### src/rtl/fetch_unit_if.sv
// Fetch-stage bus: control, instruction-memory read port, IR handshake to decode
// and the redirect path from execute.
interface fetch_unit_if #(
  parameter int unsigned ADDR_W = 4,
  parameter int unsigned DATA_W = 16
) ();
  logic              run;
  logic [ADDR_W-1:0] imem_addr;
  logic [DATA_W-1:0] imem_instr;
  logic              ir_enable;
  logic [DATA_W-1:0] ir_out;
  logic [ADDR_W-1:0] ir_pc;
  logic              ir_valid;
  logic              ir_ready;
  logic              redirect_valid;
  logic [ADDR_W-1:0] redirect_pc;

  modport master (
    input  run, imem_instr, ir_ready, redirect_valid, redirect_pc,
    output imem_addr, ir_enable, ir_out, ir_pc, ir_valid
  );

  modport slave (
    output run, imem_instr, ir_ready, redirect_valid, redirect_pc,
    input  imem_addr, ir_enable, ir_out, ir_pc, ir_valid
  );
endinterface

### src/rtl/fetch_unit.sv
// Instruction fetch: PC, IR with valid/ready to decode, predecoded unconditional
// jumps and redirects from execute.
module fetch_unit #(
  parameter int unsigned       ADDR_W   = 4,
  parameter int unsigned       DATA_W   = 16,
  parameter logic [3:0]        JUMP_OP  = 4'b1011,
  parameter logic [ADDR_W-1:0] RESET_PC = '0
) (
  input logic          clk,
  input logic          reset_n,
  fetch_unit_if.master bus
);

  localparam logic [0:0] StIdle  = 1'b0;
  localparam logic [0:0] StFetch = 1'b1;

  logic [0:0]        state_q, state_d;
  logic [ADDR_W-1:0] pc_q, pc_d;
  logic [DATA_W-1:0] ir_q, ir_d;
  logic [ADDR_W-1:0] ir_pc_q, ir_pc_d;
  logic              valid_q, valid_d;
  logic              load;
  logic              is_jump;

  assign is_jump = (bus.imem_instr[DATA_W-1 -: 4] == JUMP_OP);

  always_comb begin
    load    = (state_q == StFetch) && bus.run && !bus.redirect_valid &&
              (!valid_q || bus.ir_ready);
    state_d = bus.run ? StFetch : StIdle;
    pc_d    = pc_q;
    ir_d    = ir_q;
    ir_pc_d = ir_pc_q;
    valid_d = valid_q;
    // Redirect overrides everything, including a jump being predecoded this cycle.
    if (bus.redirect_valid) begin
      pc_d    = bus.redirect_pc;
      valid_d = 1'b0;
    end else if (load) begin
      ir_d    = bus.imem_instr;
      ir_pc_d = pc_q;
      valid_d = 1'b1;
      pc_d    = is_jump ? bus.imem_instr[ADDR_W-1:0] : pc_q + ADDR_W'(1);
    end else if (bus.ir_ready) begin
      valid_d = 1'b0;
    end
  end

  always_ff @(posedge clk or negedge reset_n) begin
    if (!reset_n) begin
      state_q <= StIdle;
      pc_q    <= RESET_PC;
      ir_q    <= '0;
      ir_pc_q <= '0;
      valid_q <= 1'b0;
    end else begin
      state_q <= state_d;
      pc_q    <= pc_d;
      ir_q    <= ir_d;
      ir_pc_q <= ir_pc_d;
      valid_q <= valid_d;
    end
  end

  assign bus.imem_addr = pc_q;
  assign bus.ir_enable = load;
  assign bus.ir_out    = ir_q;
  assign bus.ir_pc     = ir_pc_q;
  assign bus.ir_valid  = valid_q;

endmodule

### src/flat_wrapper.sv
// flat-port wrapper written by rule: the top's interface ports become plain ports
module fetch_unit_flat 
#(
  parameter int unsigned       ADDR_W   = 4,
  parameter int unsigned       DATA_W   = 16,
  parameter logic [3:0]        JUMP_OP  = 4'b1011,
  parameter logic [ADDR_W-1:0] RESET_PC = '0
)
  (clk, reset_n, bus_run, bus_imem_instr, bus_ir_ready, bus_redirect_valid, bus_redirect_pc, bus_imem_addr, bus_ir_enable, bus_ir_out, bus_ir_pc, bus_ir_valid);
  fetch_unit_if #(.ADDR_W(ADDR_W), .DATA_W(DATA_W)) bus_i ();
  input logic clk;
  input logic reset_n;
  input wire logic [$bits(bus_i.run)-1:0] bus_run;
  input wire logic [$bits(bus_i.imem_instr)-1:0] bus_imem_instr;
  input wire logic [$bits(bus_i.ir_ready)-1:0] bus_ir_ready;
  input wire logic [$bits(bus_i.redirect_valid)-1:0] bus_redirect_valid;
  input wire logic [$bits(bus_i.redirect_pc)-1:0] bus_redirect_pc;
  output wire logic [$bits(bus_i.imem_addr)-1:0] bus_imem_addr;
  output wire logic [$bits(bus_i.ir_enable)-1:0] bus_ir_enable;
  output wire logic [$bits(bus_i.ir_out)-1:0] bus_ir_out;
  output wire logic [$bits(bus_i.ir_pc)-1:0] bus_ir_pc;
  output wire logic [$bits(bus_i.ir_valid)-1:0] bus_ir_valid;
  assign bus_i.run = bus_run;
  assign bus_i.imem_instr = bus_imem_instr;
  assign bus_i.ir_ready = bus_ir_ready;
  assign bus_i.redirect_valid = bus_redirect_valid;
  assign bus_i.redirect_pc = bus_redirect_pc;
  assign bus_imem_addr = bus_i.imem_addr;
  assign bus_ir_enable = bus_i.ir_enable;
  assign bus_ir_out = bus_i.ir_out;
  assign bus_ir_pc = bus_i.ir_pc;
  assign bus_ir_valid = bus_i.ir_valid;
  fetch_unit #(.ADDR_W(ADDR_W), .DATA_W(DATA_W), .JUMP_OP(JUMP_OP), .RESET_PC(RESET_PC)) u_core (.clk(clk), .reset_n(reset_n), .bus(bus_i));
endmodule
### config.mk
export PLATFORM = sky130hd
export DESIGN_NAME = fetch_unit_flat
export DESIGN_NICKNAME = d
export VERILOG_FILES = /design/src/rtl/fetch_unit_if.sv /design/src/rtl/fetch_unit.sv /design/src/flat_wrapper.sv
export SDC_FILE = /design/constraint.sdc
export NUM_CORES = 1
export LEC_CHECK = 0
export CAP_MARGIN = 20
export CELL_PAD_IN_SITES_DETAIL_PLACEMENT = 0
export CELL_PAD_IN_SITES_GLOBAL_PLACEMENT = 1
export CORE_UTILIZATION = 29
export DETAILED_ROUTE_END_ITERATION = 6
export PLACE_DENSITY_LB_ADDON = 0.15
export REMOVE_ABC_BUFFERS = 1
export SETUP_SLACK_MARGIN = 0.1
export SLEW_MARGIN = 20
export SYNTH_ARGS = -nofsm -noshare
export SYNTH_HDL_FRONTEND = slang
export SYNTH_SLANG_ARGS = --single-unit
### constraint.sdc
create_clock -name clk -period 2 [get_ports clk]
set_clock_uncertainty 0.2 [all_clocks]
set_input_delay 0.6 -clock clk [delete_from_list [all_inputs] [get_ports clk]]
set_output_delay 0.6 -clock clk [all_outputs]
set_load 0.01 [all_outputs]
==> flow_summary.ini <==
[clock_network]
clock_path_buffers = 2
cts_buffers = 3
path_clk_slew_ns = 0.09
htreeDepth = 1
hold_buffers = 0
insertion_delay_ns = 0.27
clkSinkCount = 26
cts-root-buf = clkbuf_8
cts_tree = done

[pwr]
sw_frac_of_total_pct = 26.0
ir_drop_mv = 0.522
p_switching_uw = 370
seqPwrFrac_pct = 46.9
power.leakage_uw = 0.000848
finalPower_uw = 1430
power_frac_clock_pct = 23.5
power.density_nw_per_um2 = 800
combPwrFrac_pct = 29.6
internal_power_uw = 1050

[floorplanning]
die_x_um = 65.0
coreArea_um2 = 3740
fp-row-count = 22
die_area_um2 = 4220
die_h_um = 65.0
start_util_pct = 30.7
num_io_pins = 51

[sta]
rsz0062_at_grt = yes
hold_viol = 0
fmax_mhz = 483
relSlewSlack_pct = 77.8
worst_slew_pin_slew_ns = 0.334
hold_slack_ns = 0.293
period_share_pct = 103
worst_slack_ns = -0.0687
drv_slew = 0
period_needed_ns = 2.07
setup_viol = 1

[global_routing]
grt_overflow_total = 0
grt_max_degree = 27
grt_pass1_wl_um = 4130
grt_pass1_vias = 843
grt_usage_pct = 12.9
antenna_found_initial = 0

[logic_synthesis]
synth-seq-cells = 26
syn_inst = 79
synth_area_um2 = 1150
synth_cell_types = 26
ys_warn_count = 0
syn_area_per_cell_um2 = 14.6
yosysSeqAreaShare_pct = 56.6

[worst_hold_path]
hp-class = flop to flop

[worst_setup_path]
cp.required_ns = 1.20
startpoint_type = input pin
crit_arrival_ns = 1.27
cp-end-kind = primary output
cp_max_fo = 2
worstSetupPathType = input pin to primary output

[drt]
vias = 830
ant_nets = 0
drc = 0
wl_um = 2440
firstDrtPassIters = 2
wl_per_cell_um = 12.9
initialDrtViolationCount = 11
vias_per_cell = 4.39

[run]
maxCapViolCount = 0

[cells_and_area]
drive_above_1_share_pct = 29.1
utilization_pct = 47.6
instances_no_fill = 189
area_delta_synth_final_pct = 55.0
antennaDiodeCount = 0
nets = 168
mostFrequentLayoutCell = dfrtp_1
layout.cells.most_common_list = dfrtp_1, dlygate4sd2_1, clkdlybuf4s50_1

[place]
place_congestion = 0.669
post-dp-hpwl_um = 1800
dp_cells = 183
portBuffers = 50
dp_slack_ns = -0.923

[outcome]
violations = setup timing
outcome = complete, but fails checks
==> repair_timing <==
action / CTS / global route
endpoints found under the setup margin: 50 / 1
buffers inserted: 1 / 1
gates resized for setup: 41 / 0
pin swaps: 2 / 1
==> cells by family (layout without fill, tap and decap cells) <==
family | Yosys count | after routing | share of synthesized area, %
buf+inv | 5 | 67 | 4.24
flops | 26 | 26 | 56.6
mux | 21 | 21 | 22.7
simple gates | 16 | 16 | 9.14
compound gates | 8 | 8 | 4.68
xor+xnor | 2 | 2 | 1.52
fa+ha+maj | 1 | 1 | 1.09
==> critical path, cell delays in order <==
cell,delay [ns]
dlygate4sd2_1,0.25
or2_4,0.27
inv_4,0.06
buf_6,0.09
==> final cells by class <==
| cell class | count | area, µm² |
|---|---|---|
| sequential | 26 | 651 |
| inverter | 1 | 6.26 |
| timing repair buffer | 62 | 557 |
| tap | 48 | 60.1 |
| multi-input combinational | 48 | 453 |
| clock buffer | 4 | 55.1 |
| fill | 355 | 1960 |
==> power groups by stage <==
stage	Combinational, µW	Clock, µW	Sequential [µW]
after detailed placement	488	0	687
after global routing	457	374	687
after global placement	484	0	682
after floorplan	140	0	734
after CTS	428	353	671
final	422	335	669
==> path summary, 6_finish.rpt <==
check / slack [ns] / end / start / cells after the start
max in group asynchronous: 0.85 / u_core.bus.ir_out[10]$_DFFE_PN0P_ / reset_n / 2
worst max-delay path: -0.07 / bus_ir_enable / bus_redirect_valid / 4
worst min-delay path: 0.29 / u_core.bus.ir_out[14]$_DFFE_PN0P_ / u_core.bus.ir_out[14]$_DFFE_PN0P_ / 1
worst max register to register: 0.26 / u_core.bus.ir_out[15]$_DFFE_PN0P_ / u_core.bus.ir_valid$_DFFE_PN0P_ / 6
min in group asynchronous: 0.50 / u_core.bus.ir_out[1]$_DFFE_PN0P_ / reset_n / 2
worst min register to register: 0.29 / u_core.bus.ir_out[14]$_DFFE_PN0P_ / u_core.bus.ir_out[14]$_DFFE_PN0P_ / 1
==> per-layer routing <==
| layer | global-route usage, % | part of all wire, % | wire, µm | vias up |
|---|---|---|---|---|
| met4 | 3.33 | 0.90 | 22 | 0 |
| met1 | 16.9 | 46 | 1120 | 402 |
| met2 | 20.8 | 49 | 1190 | 23 |
| li1 | - | - | - | 403 |
| met3 | 3.70 | 4.6 | 111 | 2 |
| met5 | 0 | 0 | 0 | - |
==> sequential cells by signal, indices dropped and copies added, names as in the netlist <==
signal	flops
u_core.bus.ir_pc	4
u_core.state_q	1
u_core.bus.ir_valid	1
u_core.bus.ir_out	16
u_core.bus.imem_addr	4
==> cells in the mapped netlist (all sizes together) <==
cell type | count | area [µm²]
and3b | 1 | 8.76
nand3b | 2 | 15.0
o211ai | 2 | 15.0
o221ai | 1 | 8.76
mux2i | 1 | 10.0
nand2b | 1 | 13.8
mux2 | 20 | 251
nand4b | 1 | 8.76
o21ai | 2 | 10.0
dfrtp | 26 | 651
xor2 | 1 | 8.76
buf | 4 | 42.5
xnor2 | 1 | 8.76
inv | 1 | 6.26
a221o | 1 | 10.0
nand2 | 7 | 26.3
nor2 | 1 | 3.75
nand3 | 2 | 22.5
ha | 1 | 12.5
a21oi | 2 | 10.0
or2 | 1 | 6.26
==> through the flow <==
step                TNS [ns]  cell area, µm²
finish               -0.0687            1780
global route          -0.106            1780
CTS                  -0.0794            1770
detailed placement    -10.17            1740
global placement       -9.80            1740
floorplan              -1.60            1110
Power figures use the tool's default switching activity.
